<file path="config.mk">
export PLATFORM = sky130hd
export DESIGN_NAME = shift_sequencer
export DESIGN_NICKNAME = d
export VERILOG_FILES = /design/src/rtl/shift_pkg.sv /design/src/rtl/shift_step.sv /design/src/rtl/shift_sequencer.sv
export SDC_FILE = /design/constraint.sdc
export NUM_CORES = 1
export LEC_CHECK = 0
export ABC_AREA = 1
export CAP_MARGIN = 40
export CORE_UTILIZATION = 40
export CTS_CLUSTER_SIZE = 20
export DETAILED_ROUTE_END_ITERATION = 6
export DONT_BUFFER_PORTS = 1
export PLACE_DENSITY = 0.57
export SYNTH_ARGS = -nofsm -noshare
export SYNTH_HDL_FRONTEND = slang
export SYNTH_SLANG_ARGS = --single-unit
</file>
<file path="constraint.sdc">
create_clock -name clock -period 2 [get_ports clock]
set_input_delay 0.2 -clock clock [delete_from_list [all_inputs] [get_ports clock]]
set_output_delay 0.2 -clock clock [all_outputs]
set_load 0.02 [all_outputs]
</file>
<file path="src/rtl/shift_pkg.sv">
// Shared definitions for the multi-cycle shift/rotate sequencer:
// operation codes, sequencer states and the shift-amount decode.
package shift_pkg;

    localparam logic [2:0] OP_ROL  = 3'd0;
    localparam logic [2:0] OP_ROR  = 3'd1;
    localparam logic [2:0] OP_SHL  = 3'd2;
    localparam logic [2:0] OP_SHR  = 3'd3;
    localparam logic [2:0] OP_SHRA = 3'd4;

    typedef enum logic [1:0] {
        IDLE = 2'd0,
        RUN  = 2'd1,
        DONE = 2'd2
    } state_t;

    // Negative amounts and reserved op codes collapse to a zero-length shift.
    function automatic logic [4:0] shift_amount(input logic [2:0] op, input logic [31:0] b);
        logic unused_hi;
        unused_hi = ^b[30:5];
        if (b[31] || (op > OP_SHRA)) begin
            shift_amount = 5'd0;
        end else begin
            shift_amount = b[4:0];
        end
    endfunction

endpackage

</file>
<file path="src/rtl/shift_step.sv">
// Combinational step shifter: moves a WIDTH-bit value by k (0..STEP)
// positions for one of the rotate/shift operations.
module shift_step
    import shift_pkg::*;
#(
    parameter int WIDTH = 32,
    parameter int KW    = 1
) (
    input  logic [WIDTH-1:0] i_value,
    input  logic [KW-1:0]    i_k,
    input  logic [2:0]       i_op,
    output logic [WIDTH-1:0] o_result
);

    logic [31:0] w_k_ext;
    logic [31:0] w_k_comp;

    assign w_k_ext  = 32'(i_k);
    // A complementary shift of WIDTH yields zero, so k=0 rotates cleanly.
    assign w_k_comp = 32'(WIDTH) - w_k_ext;

    // Select the shifted value for the requested operation.
    always_comb begin
        o_result = i_value;
        case (i_op)
            OP_ROL:  o_result = (i_value << w_k_ext) | (i_value >> w_k_comp);
            OP_ROR:  o_result = (i_value >> w_k_ext) | (i_value << w_k_comp);
            OP_SHL:  o_result = i_value << w_k_ext;
            OP_SHR:  o_result = i_value >> w_k_ext;
            OP_SHRA: o_result = $signed(i_value) >>> w_k_ext;
            default: o_result = i_value;
        endcase
    end

endmodule

</file>
<file path="src/rtl/shift_sequencer.sv">
// Multi-cycle shift/rotate controller stepping STEP bits per cycle.
// Optional abort input enabled by defining SHIFT_SEQ_ABORT_EN.
module shift_sequencer
    import shift_pkg::*;
#(
    parameter int WIDTH = 32,
    parameter int STEP  = 1
) (
    input  logic             clock,
    input  logic             clear,
    input  logic             start,
    input  logic [2:0]       op,
    input  logic [WIDTH-1:0] A,
    input  logic [WIDTH-1:0] B,
`ifdef SHIFT_SEQ_ABORT_EN
    input  logic             abort,
`endif
    output logic             busy,
    output logic             done,
    output logic [WIDTH-1:0] C
);

    localparam int KW = $clog2(STEP + 1);

    state_t           r_state;
    logic [WIDTH-1:0] r_acc;
    logic [4:0]       r_rem;
    logic [2:0]       r_op;
    logic [WIDTH-1:0] r_c;
    logic             r_busy;
    logic             r_done;

    state_t           w_next;
    logic [WIDTH-1:0] w_acc_nxt;
    logic [4:0]       w_rem_nxt;
    logic [2:0]       w_op_nxt;
    logic [WIDTH-1:0] w_c_nxt;
    logic [4:0]       w_n;
    logic [KW-1:0]    w_k;
    logic             w_last;
    logic             w_abort;
    logic [WIDTH-1:0] w_step;

    assign w_n    = shift_amount(op, B);
    assign w_k    = (r_rem < 5'(STEP)) ? r_rem[KW-1:0] : KW'(STEP);
    assign w_last = (r_rem == 5'(w_k));

`ifdef SHIFT_SEQ_ABORT_EN
    assign w_abort = abort;
`else
    assign w_abort = 1'b0;
`endif

    shift_step #(
        .WIDTH (WIDTH),
        .KW    (KW)
    ) u_step (
        .i_value  (r_acc),
        .i_k      (w_k),
        .i_op     (r_op),
        .o_result (w_step)
    );

    // Next-state and datapath update decisions.
    always_comb begin
        w_next    = r_state;
        w_acc_nxt = r_acc;
        w_rem_nxt = r_rem;
        w_op_nxt  = r_op;
        w_c_nxt   = r_c;
        case (r_state)
            IDLE, DONE: begin
                if (start) begin
                    w_acc_nxt = A;
                    w_rem_nxt = w_n;
                    w_op_nxt  = op;
                    if (w_n != 5'd0) begin
                        w_next = RUN;
                    end else begin
                        w_next  = DONE;
                        w_c_nxt = A;
                    end
                end else begin
                    w_next = IDLE;
                end
            end
            RUN: begin
                // Abort wins over a completion falling in the same cycle.
                if (w_abort) begin
                    w_next = IDLE;
                end else begin
                    w_acc_nxt = w_step;
                    w_rem_nxt = r_rem - 5'(w_k);
                    if (w_last) begin
                        w_next  = DONE;
                        w_c_nxt = w_step;
                    end else begin
                        w_next = RUN;
                    end
                end
            end
            default: begin
                w_next = IDLE;
            end
        endcase
    end

    // State, datapath and registered status outputs.
    always_ff @(posedge clock or negedge clear) begin
        if (!clear) begin
            r_state <= IDLE;
            r_acc   <= '0;
            r_rem   <= 5'd0;
            r_op    <= 3'd0;
            r_c     <= '0;
            r_busy  <= 1'b0;
            r_done  <= 1'b0;
        end else begin
            r_state <= w_next;
            r_acc   <= w_acc_nxt;
            r_rem   <= w_rem_nxt;
            r_op    <= w_op_nxt;
            r_c     <= w_c_nxt;
            r_busy  <= (w_next == RUN);
            r_done  <= (w_next == DONE);
        end
    end

    assign busy = r_busy;
    assign done = r_done;
    assign C    = r_c;

endmodule

</file>
==> key figures <==
Floorplan
  • Initial Util: 0.414
  • Die width: approximately 110 µm
  • Total die area: between 10000 and 15000 µm²
  • Core Region: between 10000 and 15000 µm²
  • Boundary pin count: 104
  • DIE HEIGHT: about 110 µm
  • Site row count: 37

Drt
  • Vias: 3869
  • Remaining DRCs: 0
  • Antenna-violating nets left: 0
  • Routed vias/inst: slightly above 5
  • DR pass1 iterations: 5
  • Drt total wl: between 10000 and 15000 µm
  • Initial DRC Count: 231
  • Routed len/inst: 14.8 µm

CTS
  • Clk_lat worst skew: 0.35 ns
  • Maximum clock path buffer count: 2
  • Reg clk slew, reported paths: 0.08 ns
  • Post-CTS setup buffers: 0
  • H-tree levels: 3
  • Total clock sinks: 76
  • CTS buffer count: 9
  • Clk Tree Root Cell: clkbuf_8
  • TritonCTS clock tree: built

Logic synthesis
  • Post-Syn Area per Cell: 6.95 µm²
  • Yosys top cell area share: 0.445
  • Top cells by area in the synthesized netlist: dfrtp_1 45%, nand2_1 25%, o21ai_1 9.6%, nand3_1 5.2%, inv_1 4.2%
  • Complex-gate fraction of the synthesized area: 0.130
  • Sequential share of the synthesized area: 0.445
  • Top-count cell post-synth: nand2_1
  • Seq cells post-synth: 76
  • Adder-cell share of the synthesized area: 0.00586
  • Ys async rst share: 1.00
  • Number of synthesized flops with an enable pin: 0
  • Synth unique cells: 27
  • Syn Nets: 687
  • Mux cell area share after synthesis: 0
  • Synth warn: 0
  • Post-synthesis simple-gate area fraction: 0.330
  • Main combinational cell family by area after synthesis: simple AND/OR/NAND/NOR gates
  • Synth Area in XOR/XNOR: 0
  • Cell taking the most area after synthesis: dfrtp_1
  • Synth Cell Area: 4270 µm²
  • Syn Inst Count: 615
  • Synth cell count leaders: 285 x nand2_1, 82 x o21ai_1, 76 x dfrtp_1, 48 x inv_1, 44 x nand3_1
  • Primary FF master, synth: dfrtp_1

STA
  • Fmax: 0.559 GHz
  • Max Clock Skew: 0.0103 ns
  • Final period utilization: 0.894
  • RSZ-0062 raised after global routing: no
  • Hold Vio Cnt, Final: 0
  • Period minus WS final: 1.79 ns
  • TNS Setup: 0 ns
  • Worst-Margin Slew: 0.380 ns
  • Max_slew headroom: 0.744
  • Final Max Slew Viols: 0
  • Final setup vio count: 0
  • Final hold slack: 0.0473 ns

Global routing
  • M2 GR Usage: 0.346
  • Gr usage total: 0.213
  • Gr ovfl total: 0
  • GR Layer Usage met3: 0.0458
  • M1 GR Usage: 0.283
  • First-pass GRT wire length: 18700 µm
  • Largest net degree at the start of global routing: 77
  • Number of antenna violations at the first check in global routing: 0
  • Most crowded layer after global routing: met2
  • Vias in the first global route: 3820

Setup path
  • CP arrival: 2.02 ns
  • Critical Path RT: about 2.2 ns
  • CP max FO: 23
  • Register-to-register setup slack: 0.21 ns
  • Critical path capture point type: flip-flop
  • Worst setup SP type: flip-flop
  • Crit path kind: flip-flop to flip-flop

Job
  • Max Cap Viol: 0

Finish
  • Diodes inserted: 0
  • Final core utilization: 0.454
  • Share of cells above drive strength 1: 0.0759
  • Finished Cell Area: 4680 µm²
  • Syn-to-layout area delta: 9.67%
  • Fin nets: 688

Placed design
  • Post-detail-place hpwl: between 7000 and 8000 µm
  • Port buffer count: 0
  • DP Area: 4420 µm²
  • Gpl congestion: 0.830

Pwr
  • Max VDD drop: 0.739 mV
  • Leakage power: ~0.0025 µW
  • Pwr/cell area: 1880 nW/µm²
  • Final Power: 8820 µW

Run status
  • Status: finished, final reports clean

Worst hold path
  • Tightest Hold Check Type: input pin to flip-flop
## cells in the final DEF (no fill, tap or decap), drive strengths merged
cell type      n
o211ai         1
dfrtp         76
bufinv         1
ha             2
o22ai          1
o31ai          1
a31oi          2
clkinvlp       2
o21bai         1
clkbuf         9
a21oi          4
clkinv         2
dlygate4sd3    5
o2bb2ai        1
buf           20
or2            2
nand2        288
o21ai         97
nor2           7
nand3         46
inv           51
## flip-flops by register name, indices dropped and copies added, names as in the netlist
register and flops:
C 32, busy 1, done 1, r_acc 32, r_op 3, r_rem 5, r_state 2
## kinds of logic after synthesis
logic type / after synthesis
AO/OA/AOI/OAI: 108
adder cells (fa/ha/maj): 2
buffers and inverters: 86
flip-flops: 76
AND/OR/NAND/NOR: 343
## worst max-delay path, cell delays in order (launching register included)
cell and delay, ns:
dfrtp_1 0.44, nor2_4 0.18, nand3_4 0.18, nand2_4 0.28
inv_1 0.14, o21ai_0 0.20, o21ai_1 0.13, nand2_1 0.08
nand2_1 0.04
## stage by stage
stage               cells  setup slack [ns]
floorplan             615             0.249
global placement      735             0.227
detailed placement    735             0.157
CTS                   754             0.152
global route          755            0.0531
finish                755             0.213
## final cells by class
class,count,area [µm²]
Clock buffer,9,124
Clock inverter,5,55.1
Fill cell,1059,5640
Inverter,51,191
Multi-Input combinational cell,453,1990
Sequential cell,76,1900
Tap cell,136,170
Timing Repair Buffer,25,249
## where the power goes
part           total, µW  internal (µW)  switching, µW
Sequential          3150           2280            872
Clock               1130            559            573
Combinational       4530           1550           2980
Total               8820           4390           4430
## timing repair
item	CTS	global route
gates resized for setup	0	2
hold buffers	5	1
setup endpoints to repair	0	2
hold endpoints to repair	79	1
## metal layers
| layer | wire [µm] | up-vias | part of all wire |
|---|---|---|---|
| met5 | 0 | - | 0 |
| met4 | 150 | 0 | 0.013 |
| li1 | - | 1938 | - |
| met1 | 5230 | 1817 | 0.47 |
| met3 | 609 | 13 | 0.054 |
| met2 | 5190 | 101 | 0.46 |
## path summary, 6_finish.rpt
| kind | startpoint | endpoint | cells past startpoint |
|---|---|---|---|
| min | B[0] | r_rem[0]$_DFFE_PN0P_ | 2 |
| max in group asynchronous | clear | C[26]$_DFFE_PN0P_ | 2 |
| min in group asynchronous | clear | C[22]$_DFFE_PN0P_ | 2 |
| min reg2reg | r_acc[0]$_DFFE_PN0P_ | r_acc[0]$_DFFE_PN0P_ | 2 |
| max | r_rem[3]$_DFFE_PN0P_ | r_acc[12]$_DFFE_PN0P_ | 8 |
| max reg2reg | r_rem[3]$_DFFE_PN0P_ | r_acc[12]$_DFFE_PN0P_ | 8 |
Power figures use the tool's default switching activity.
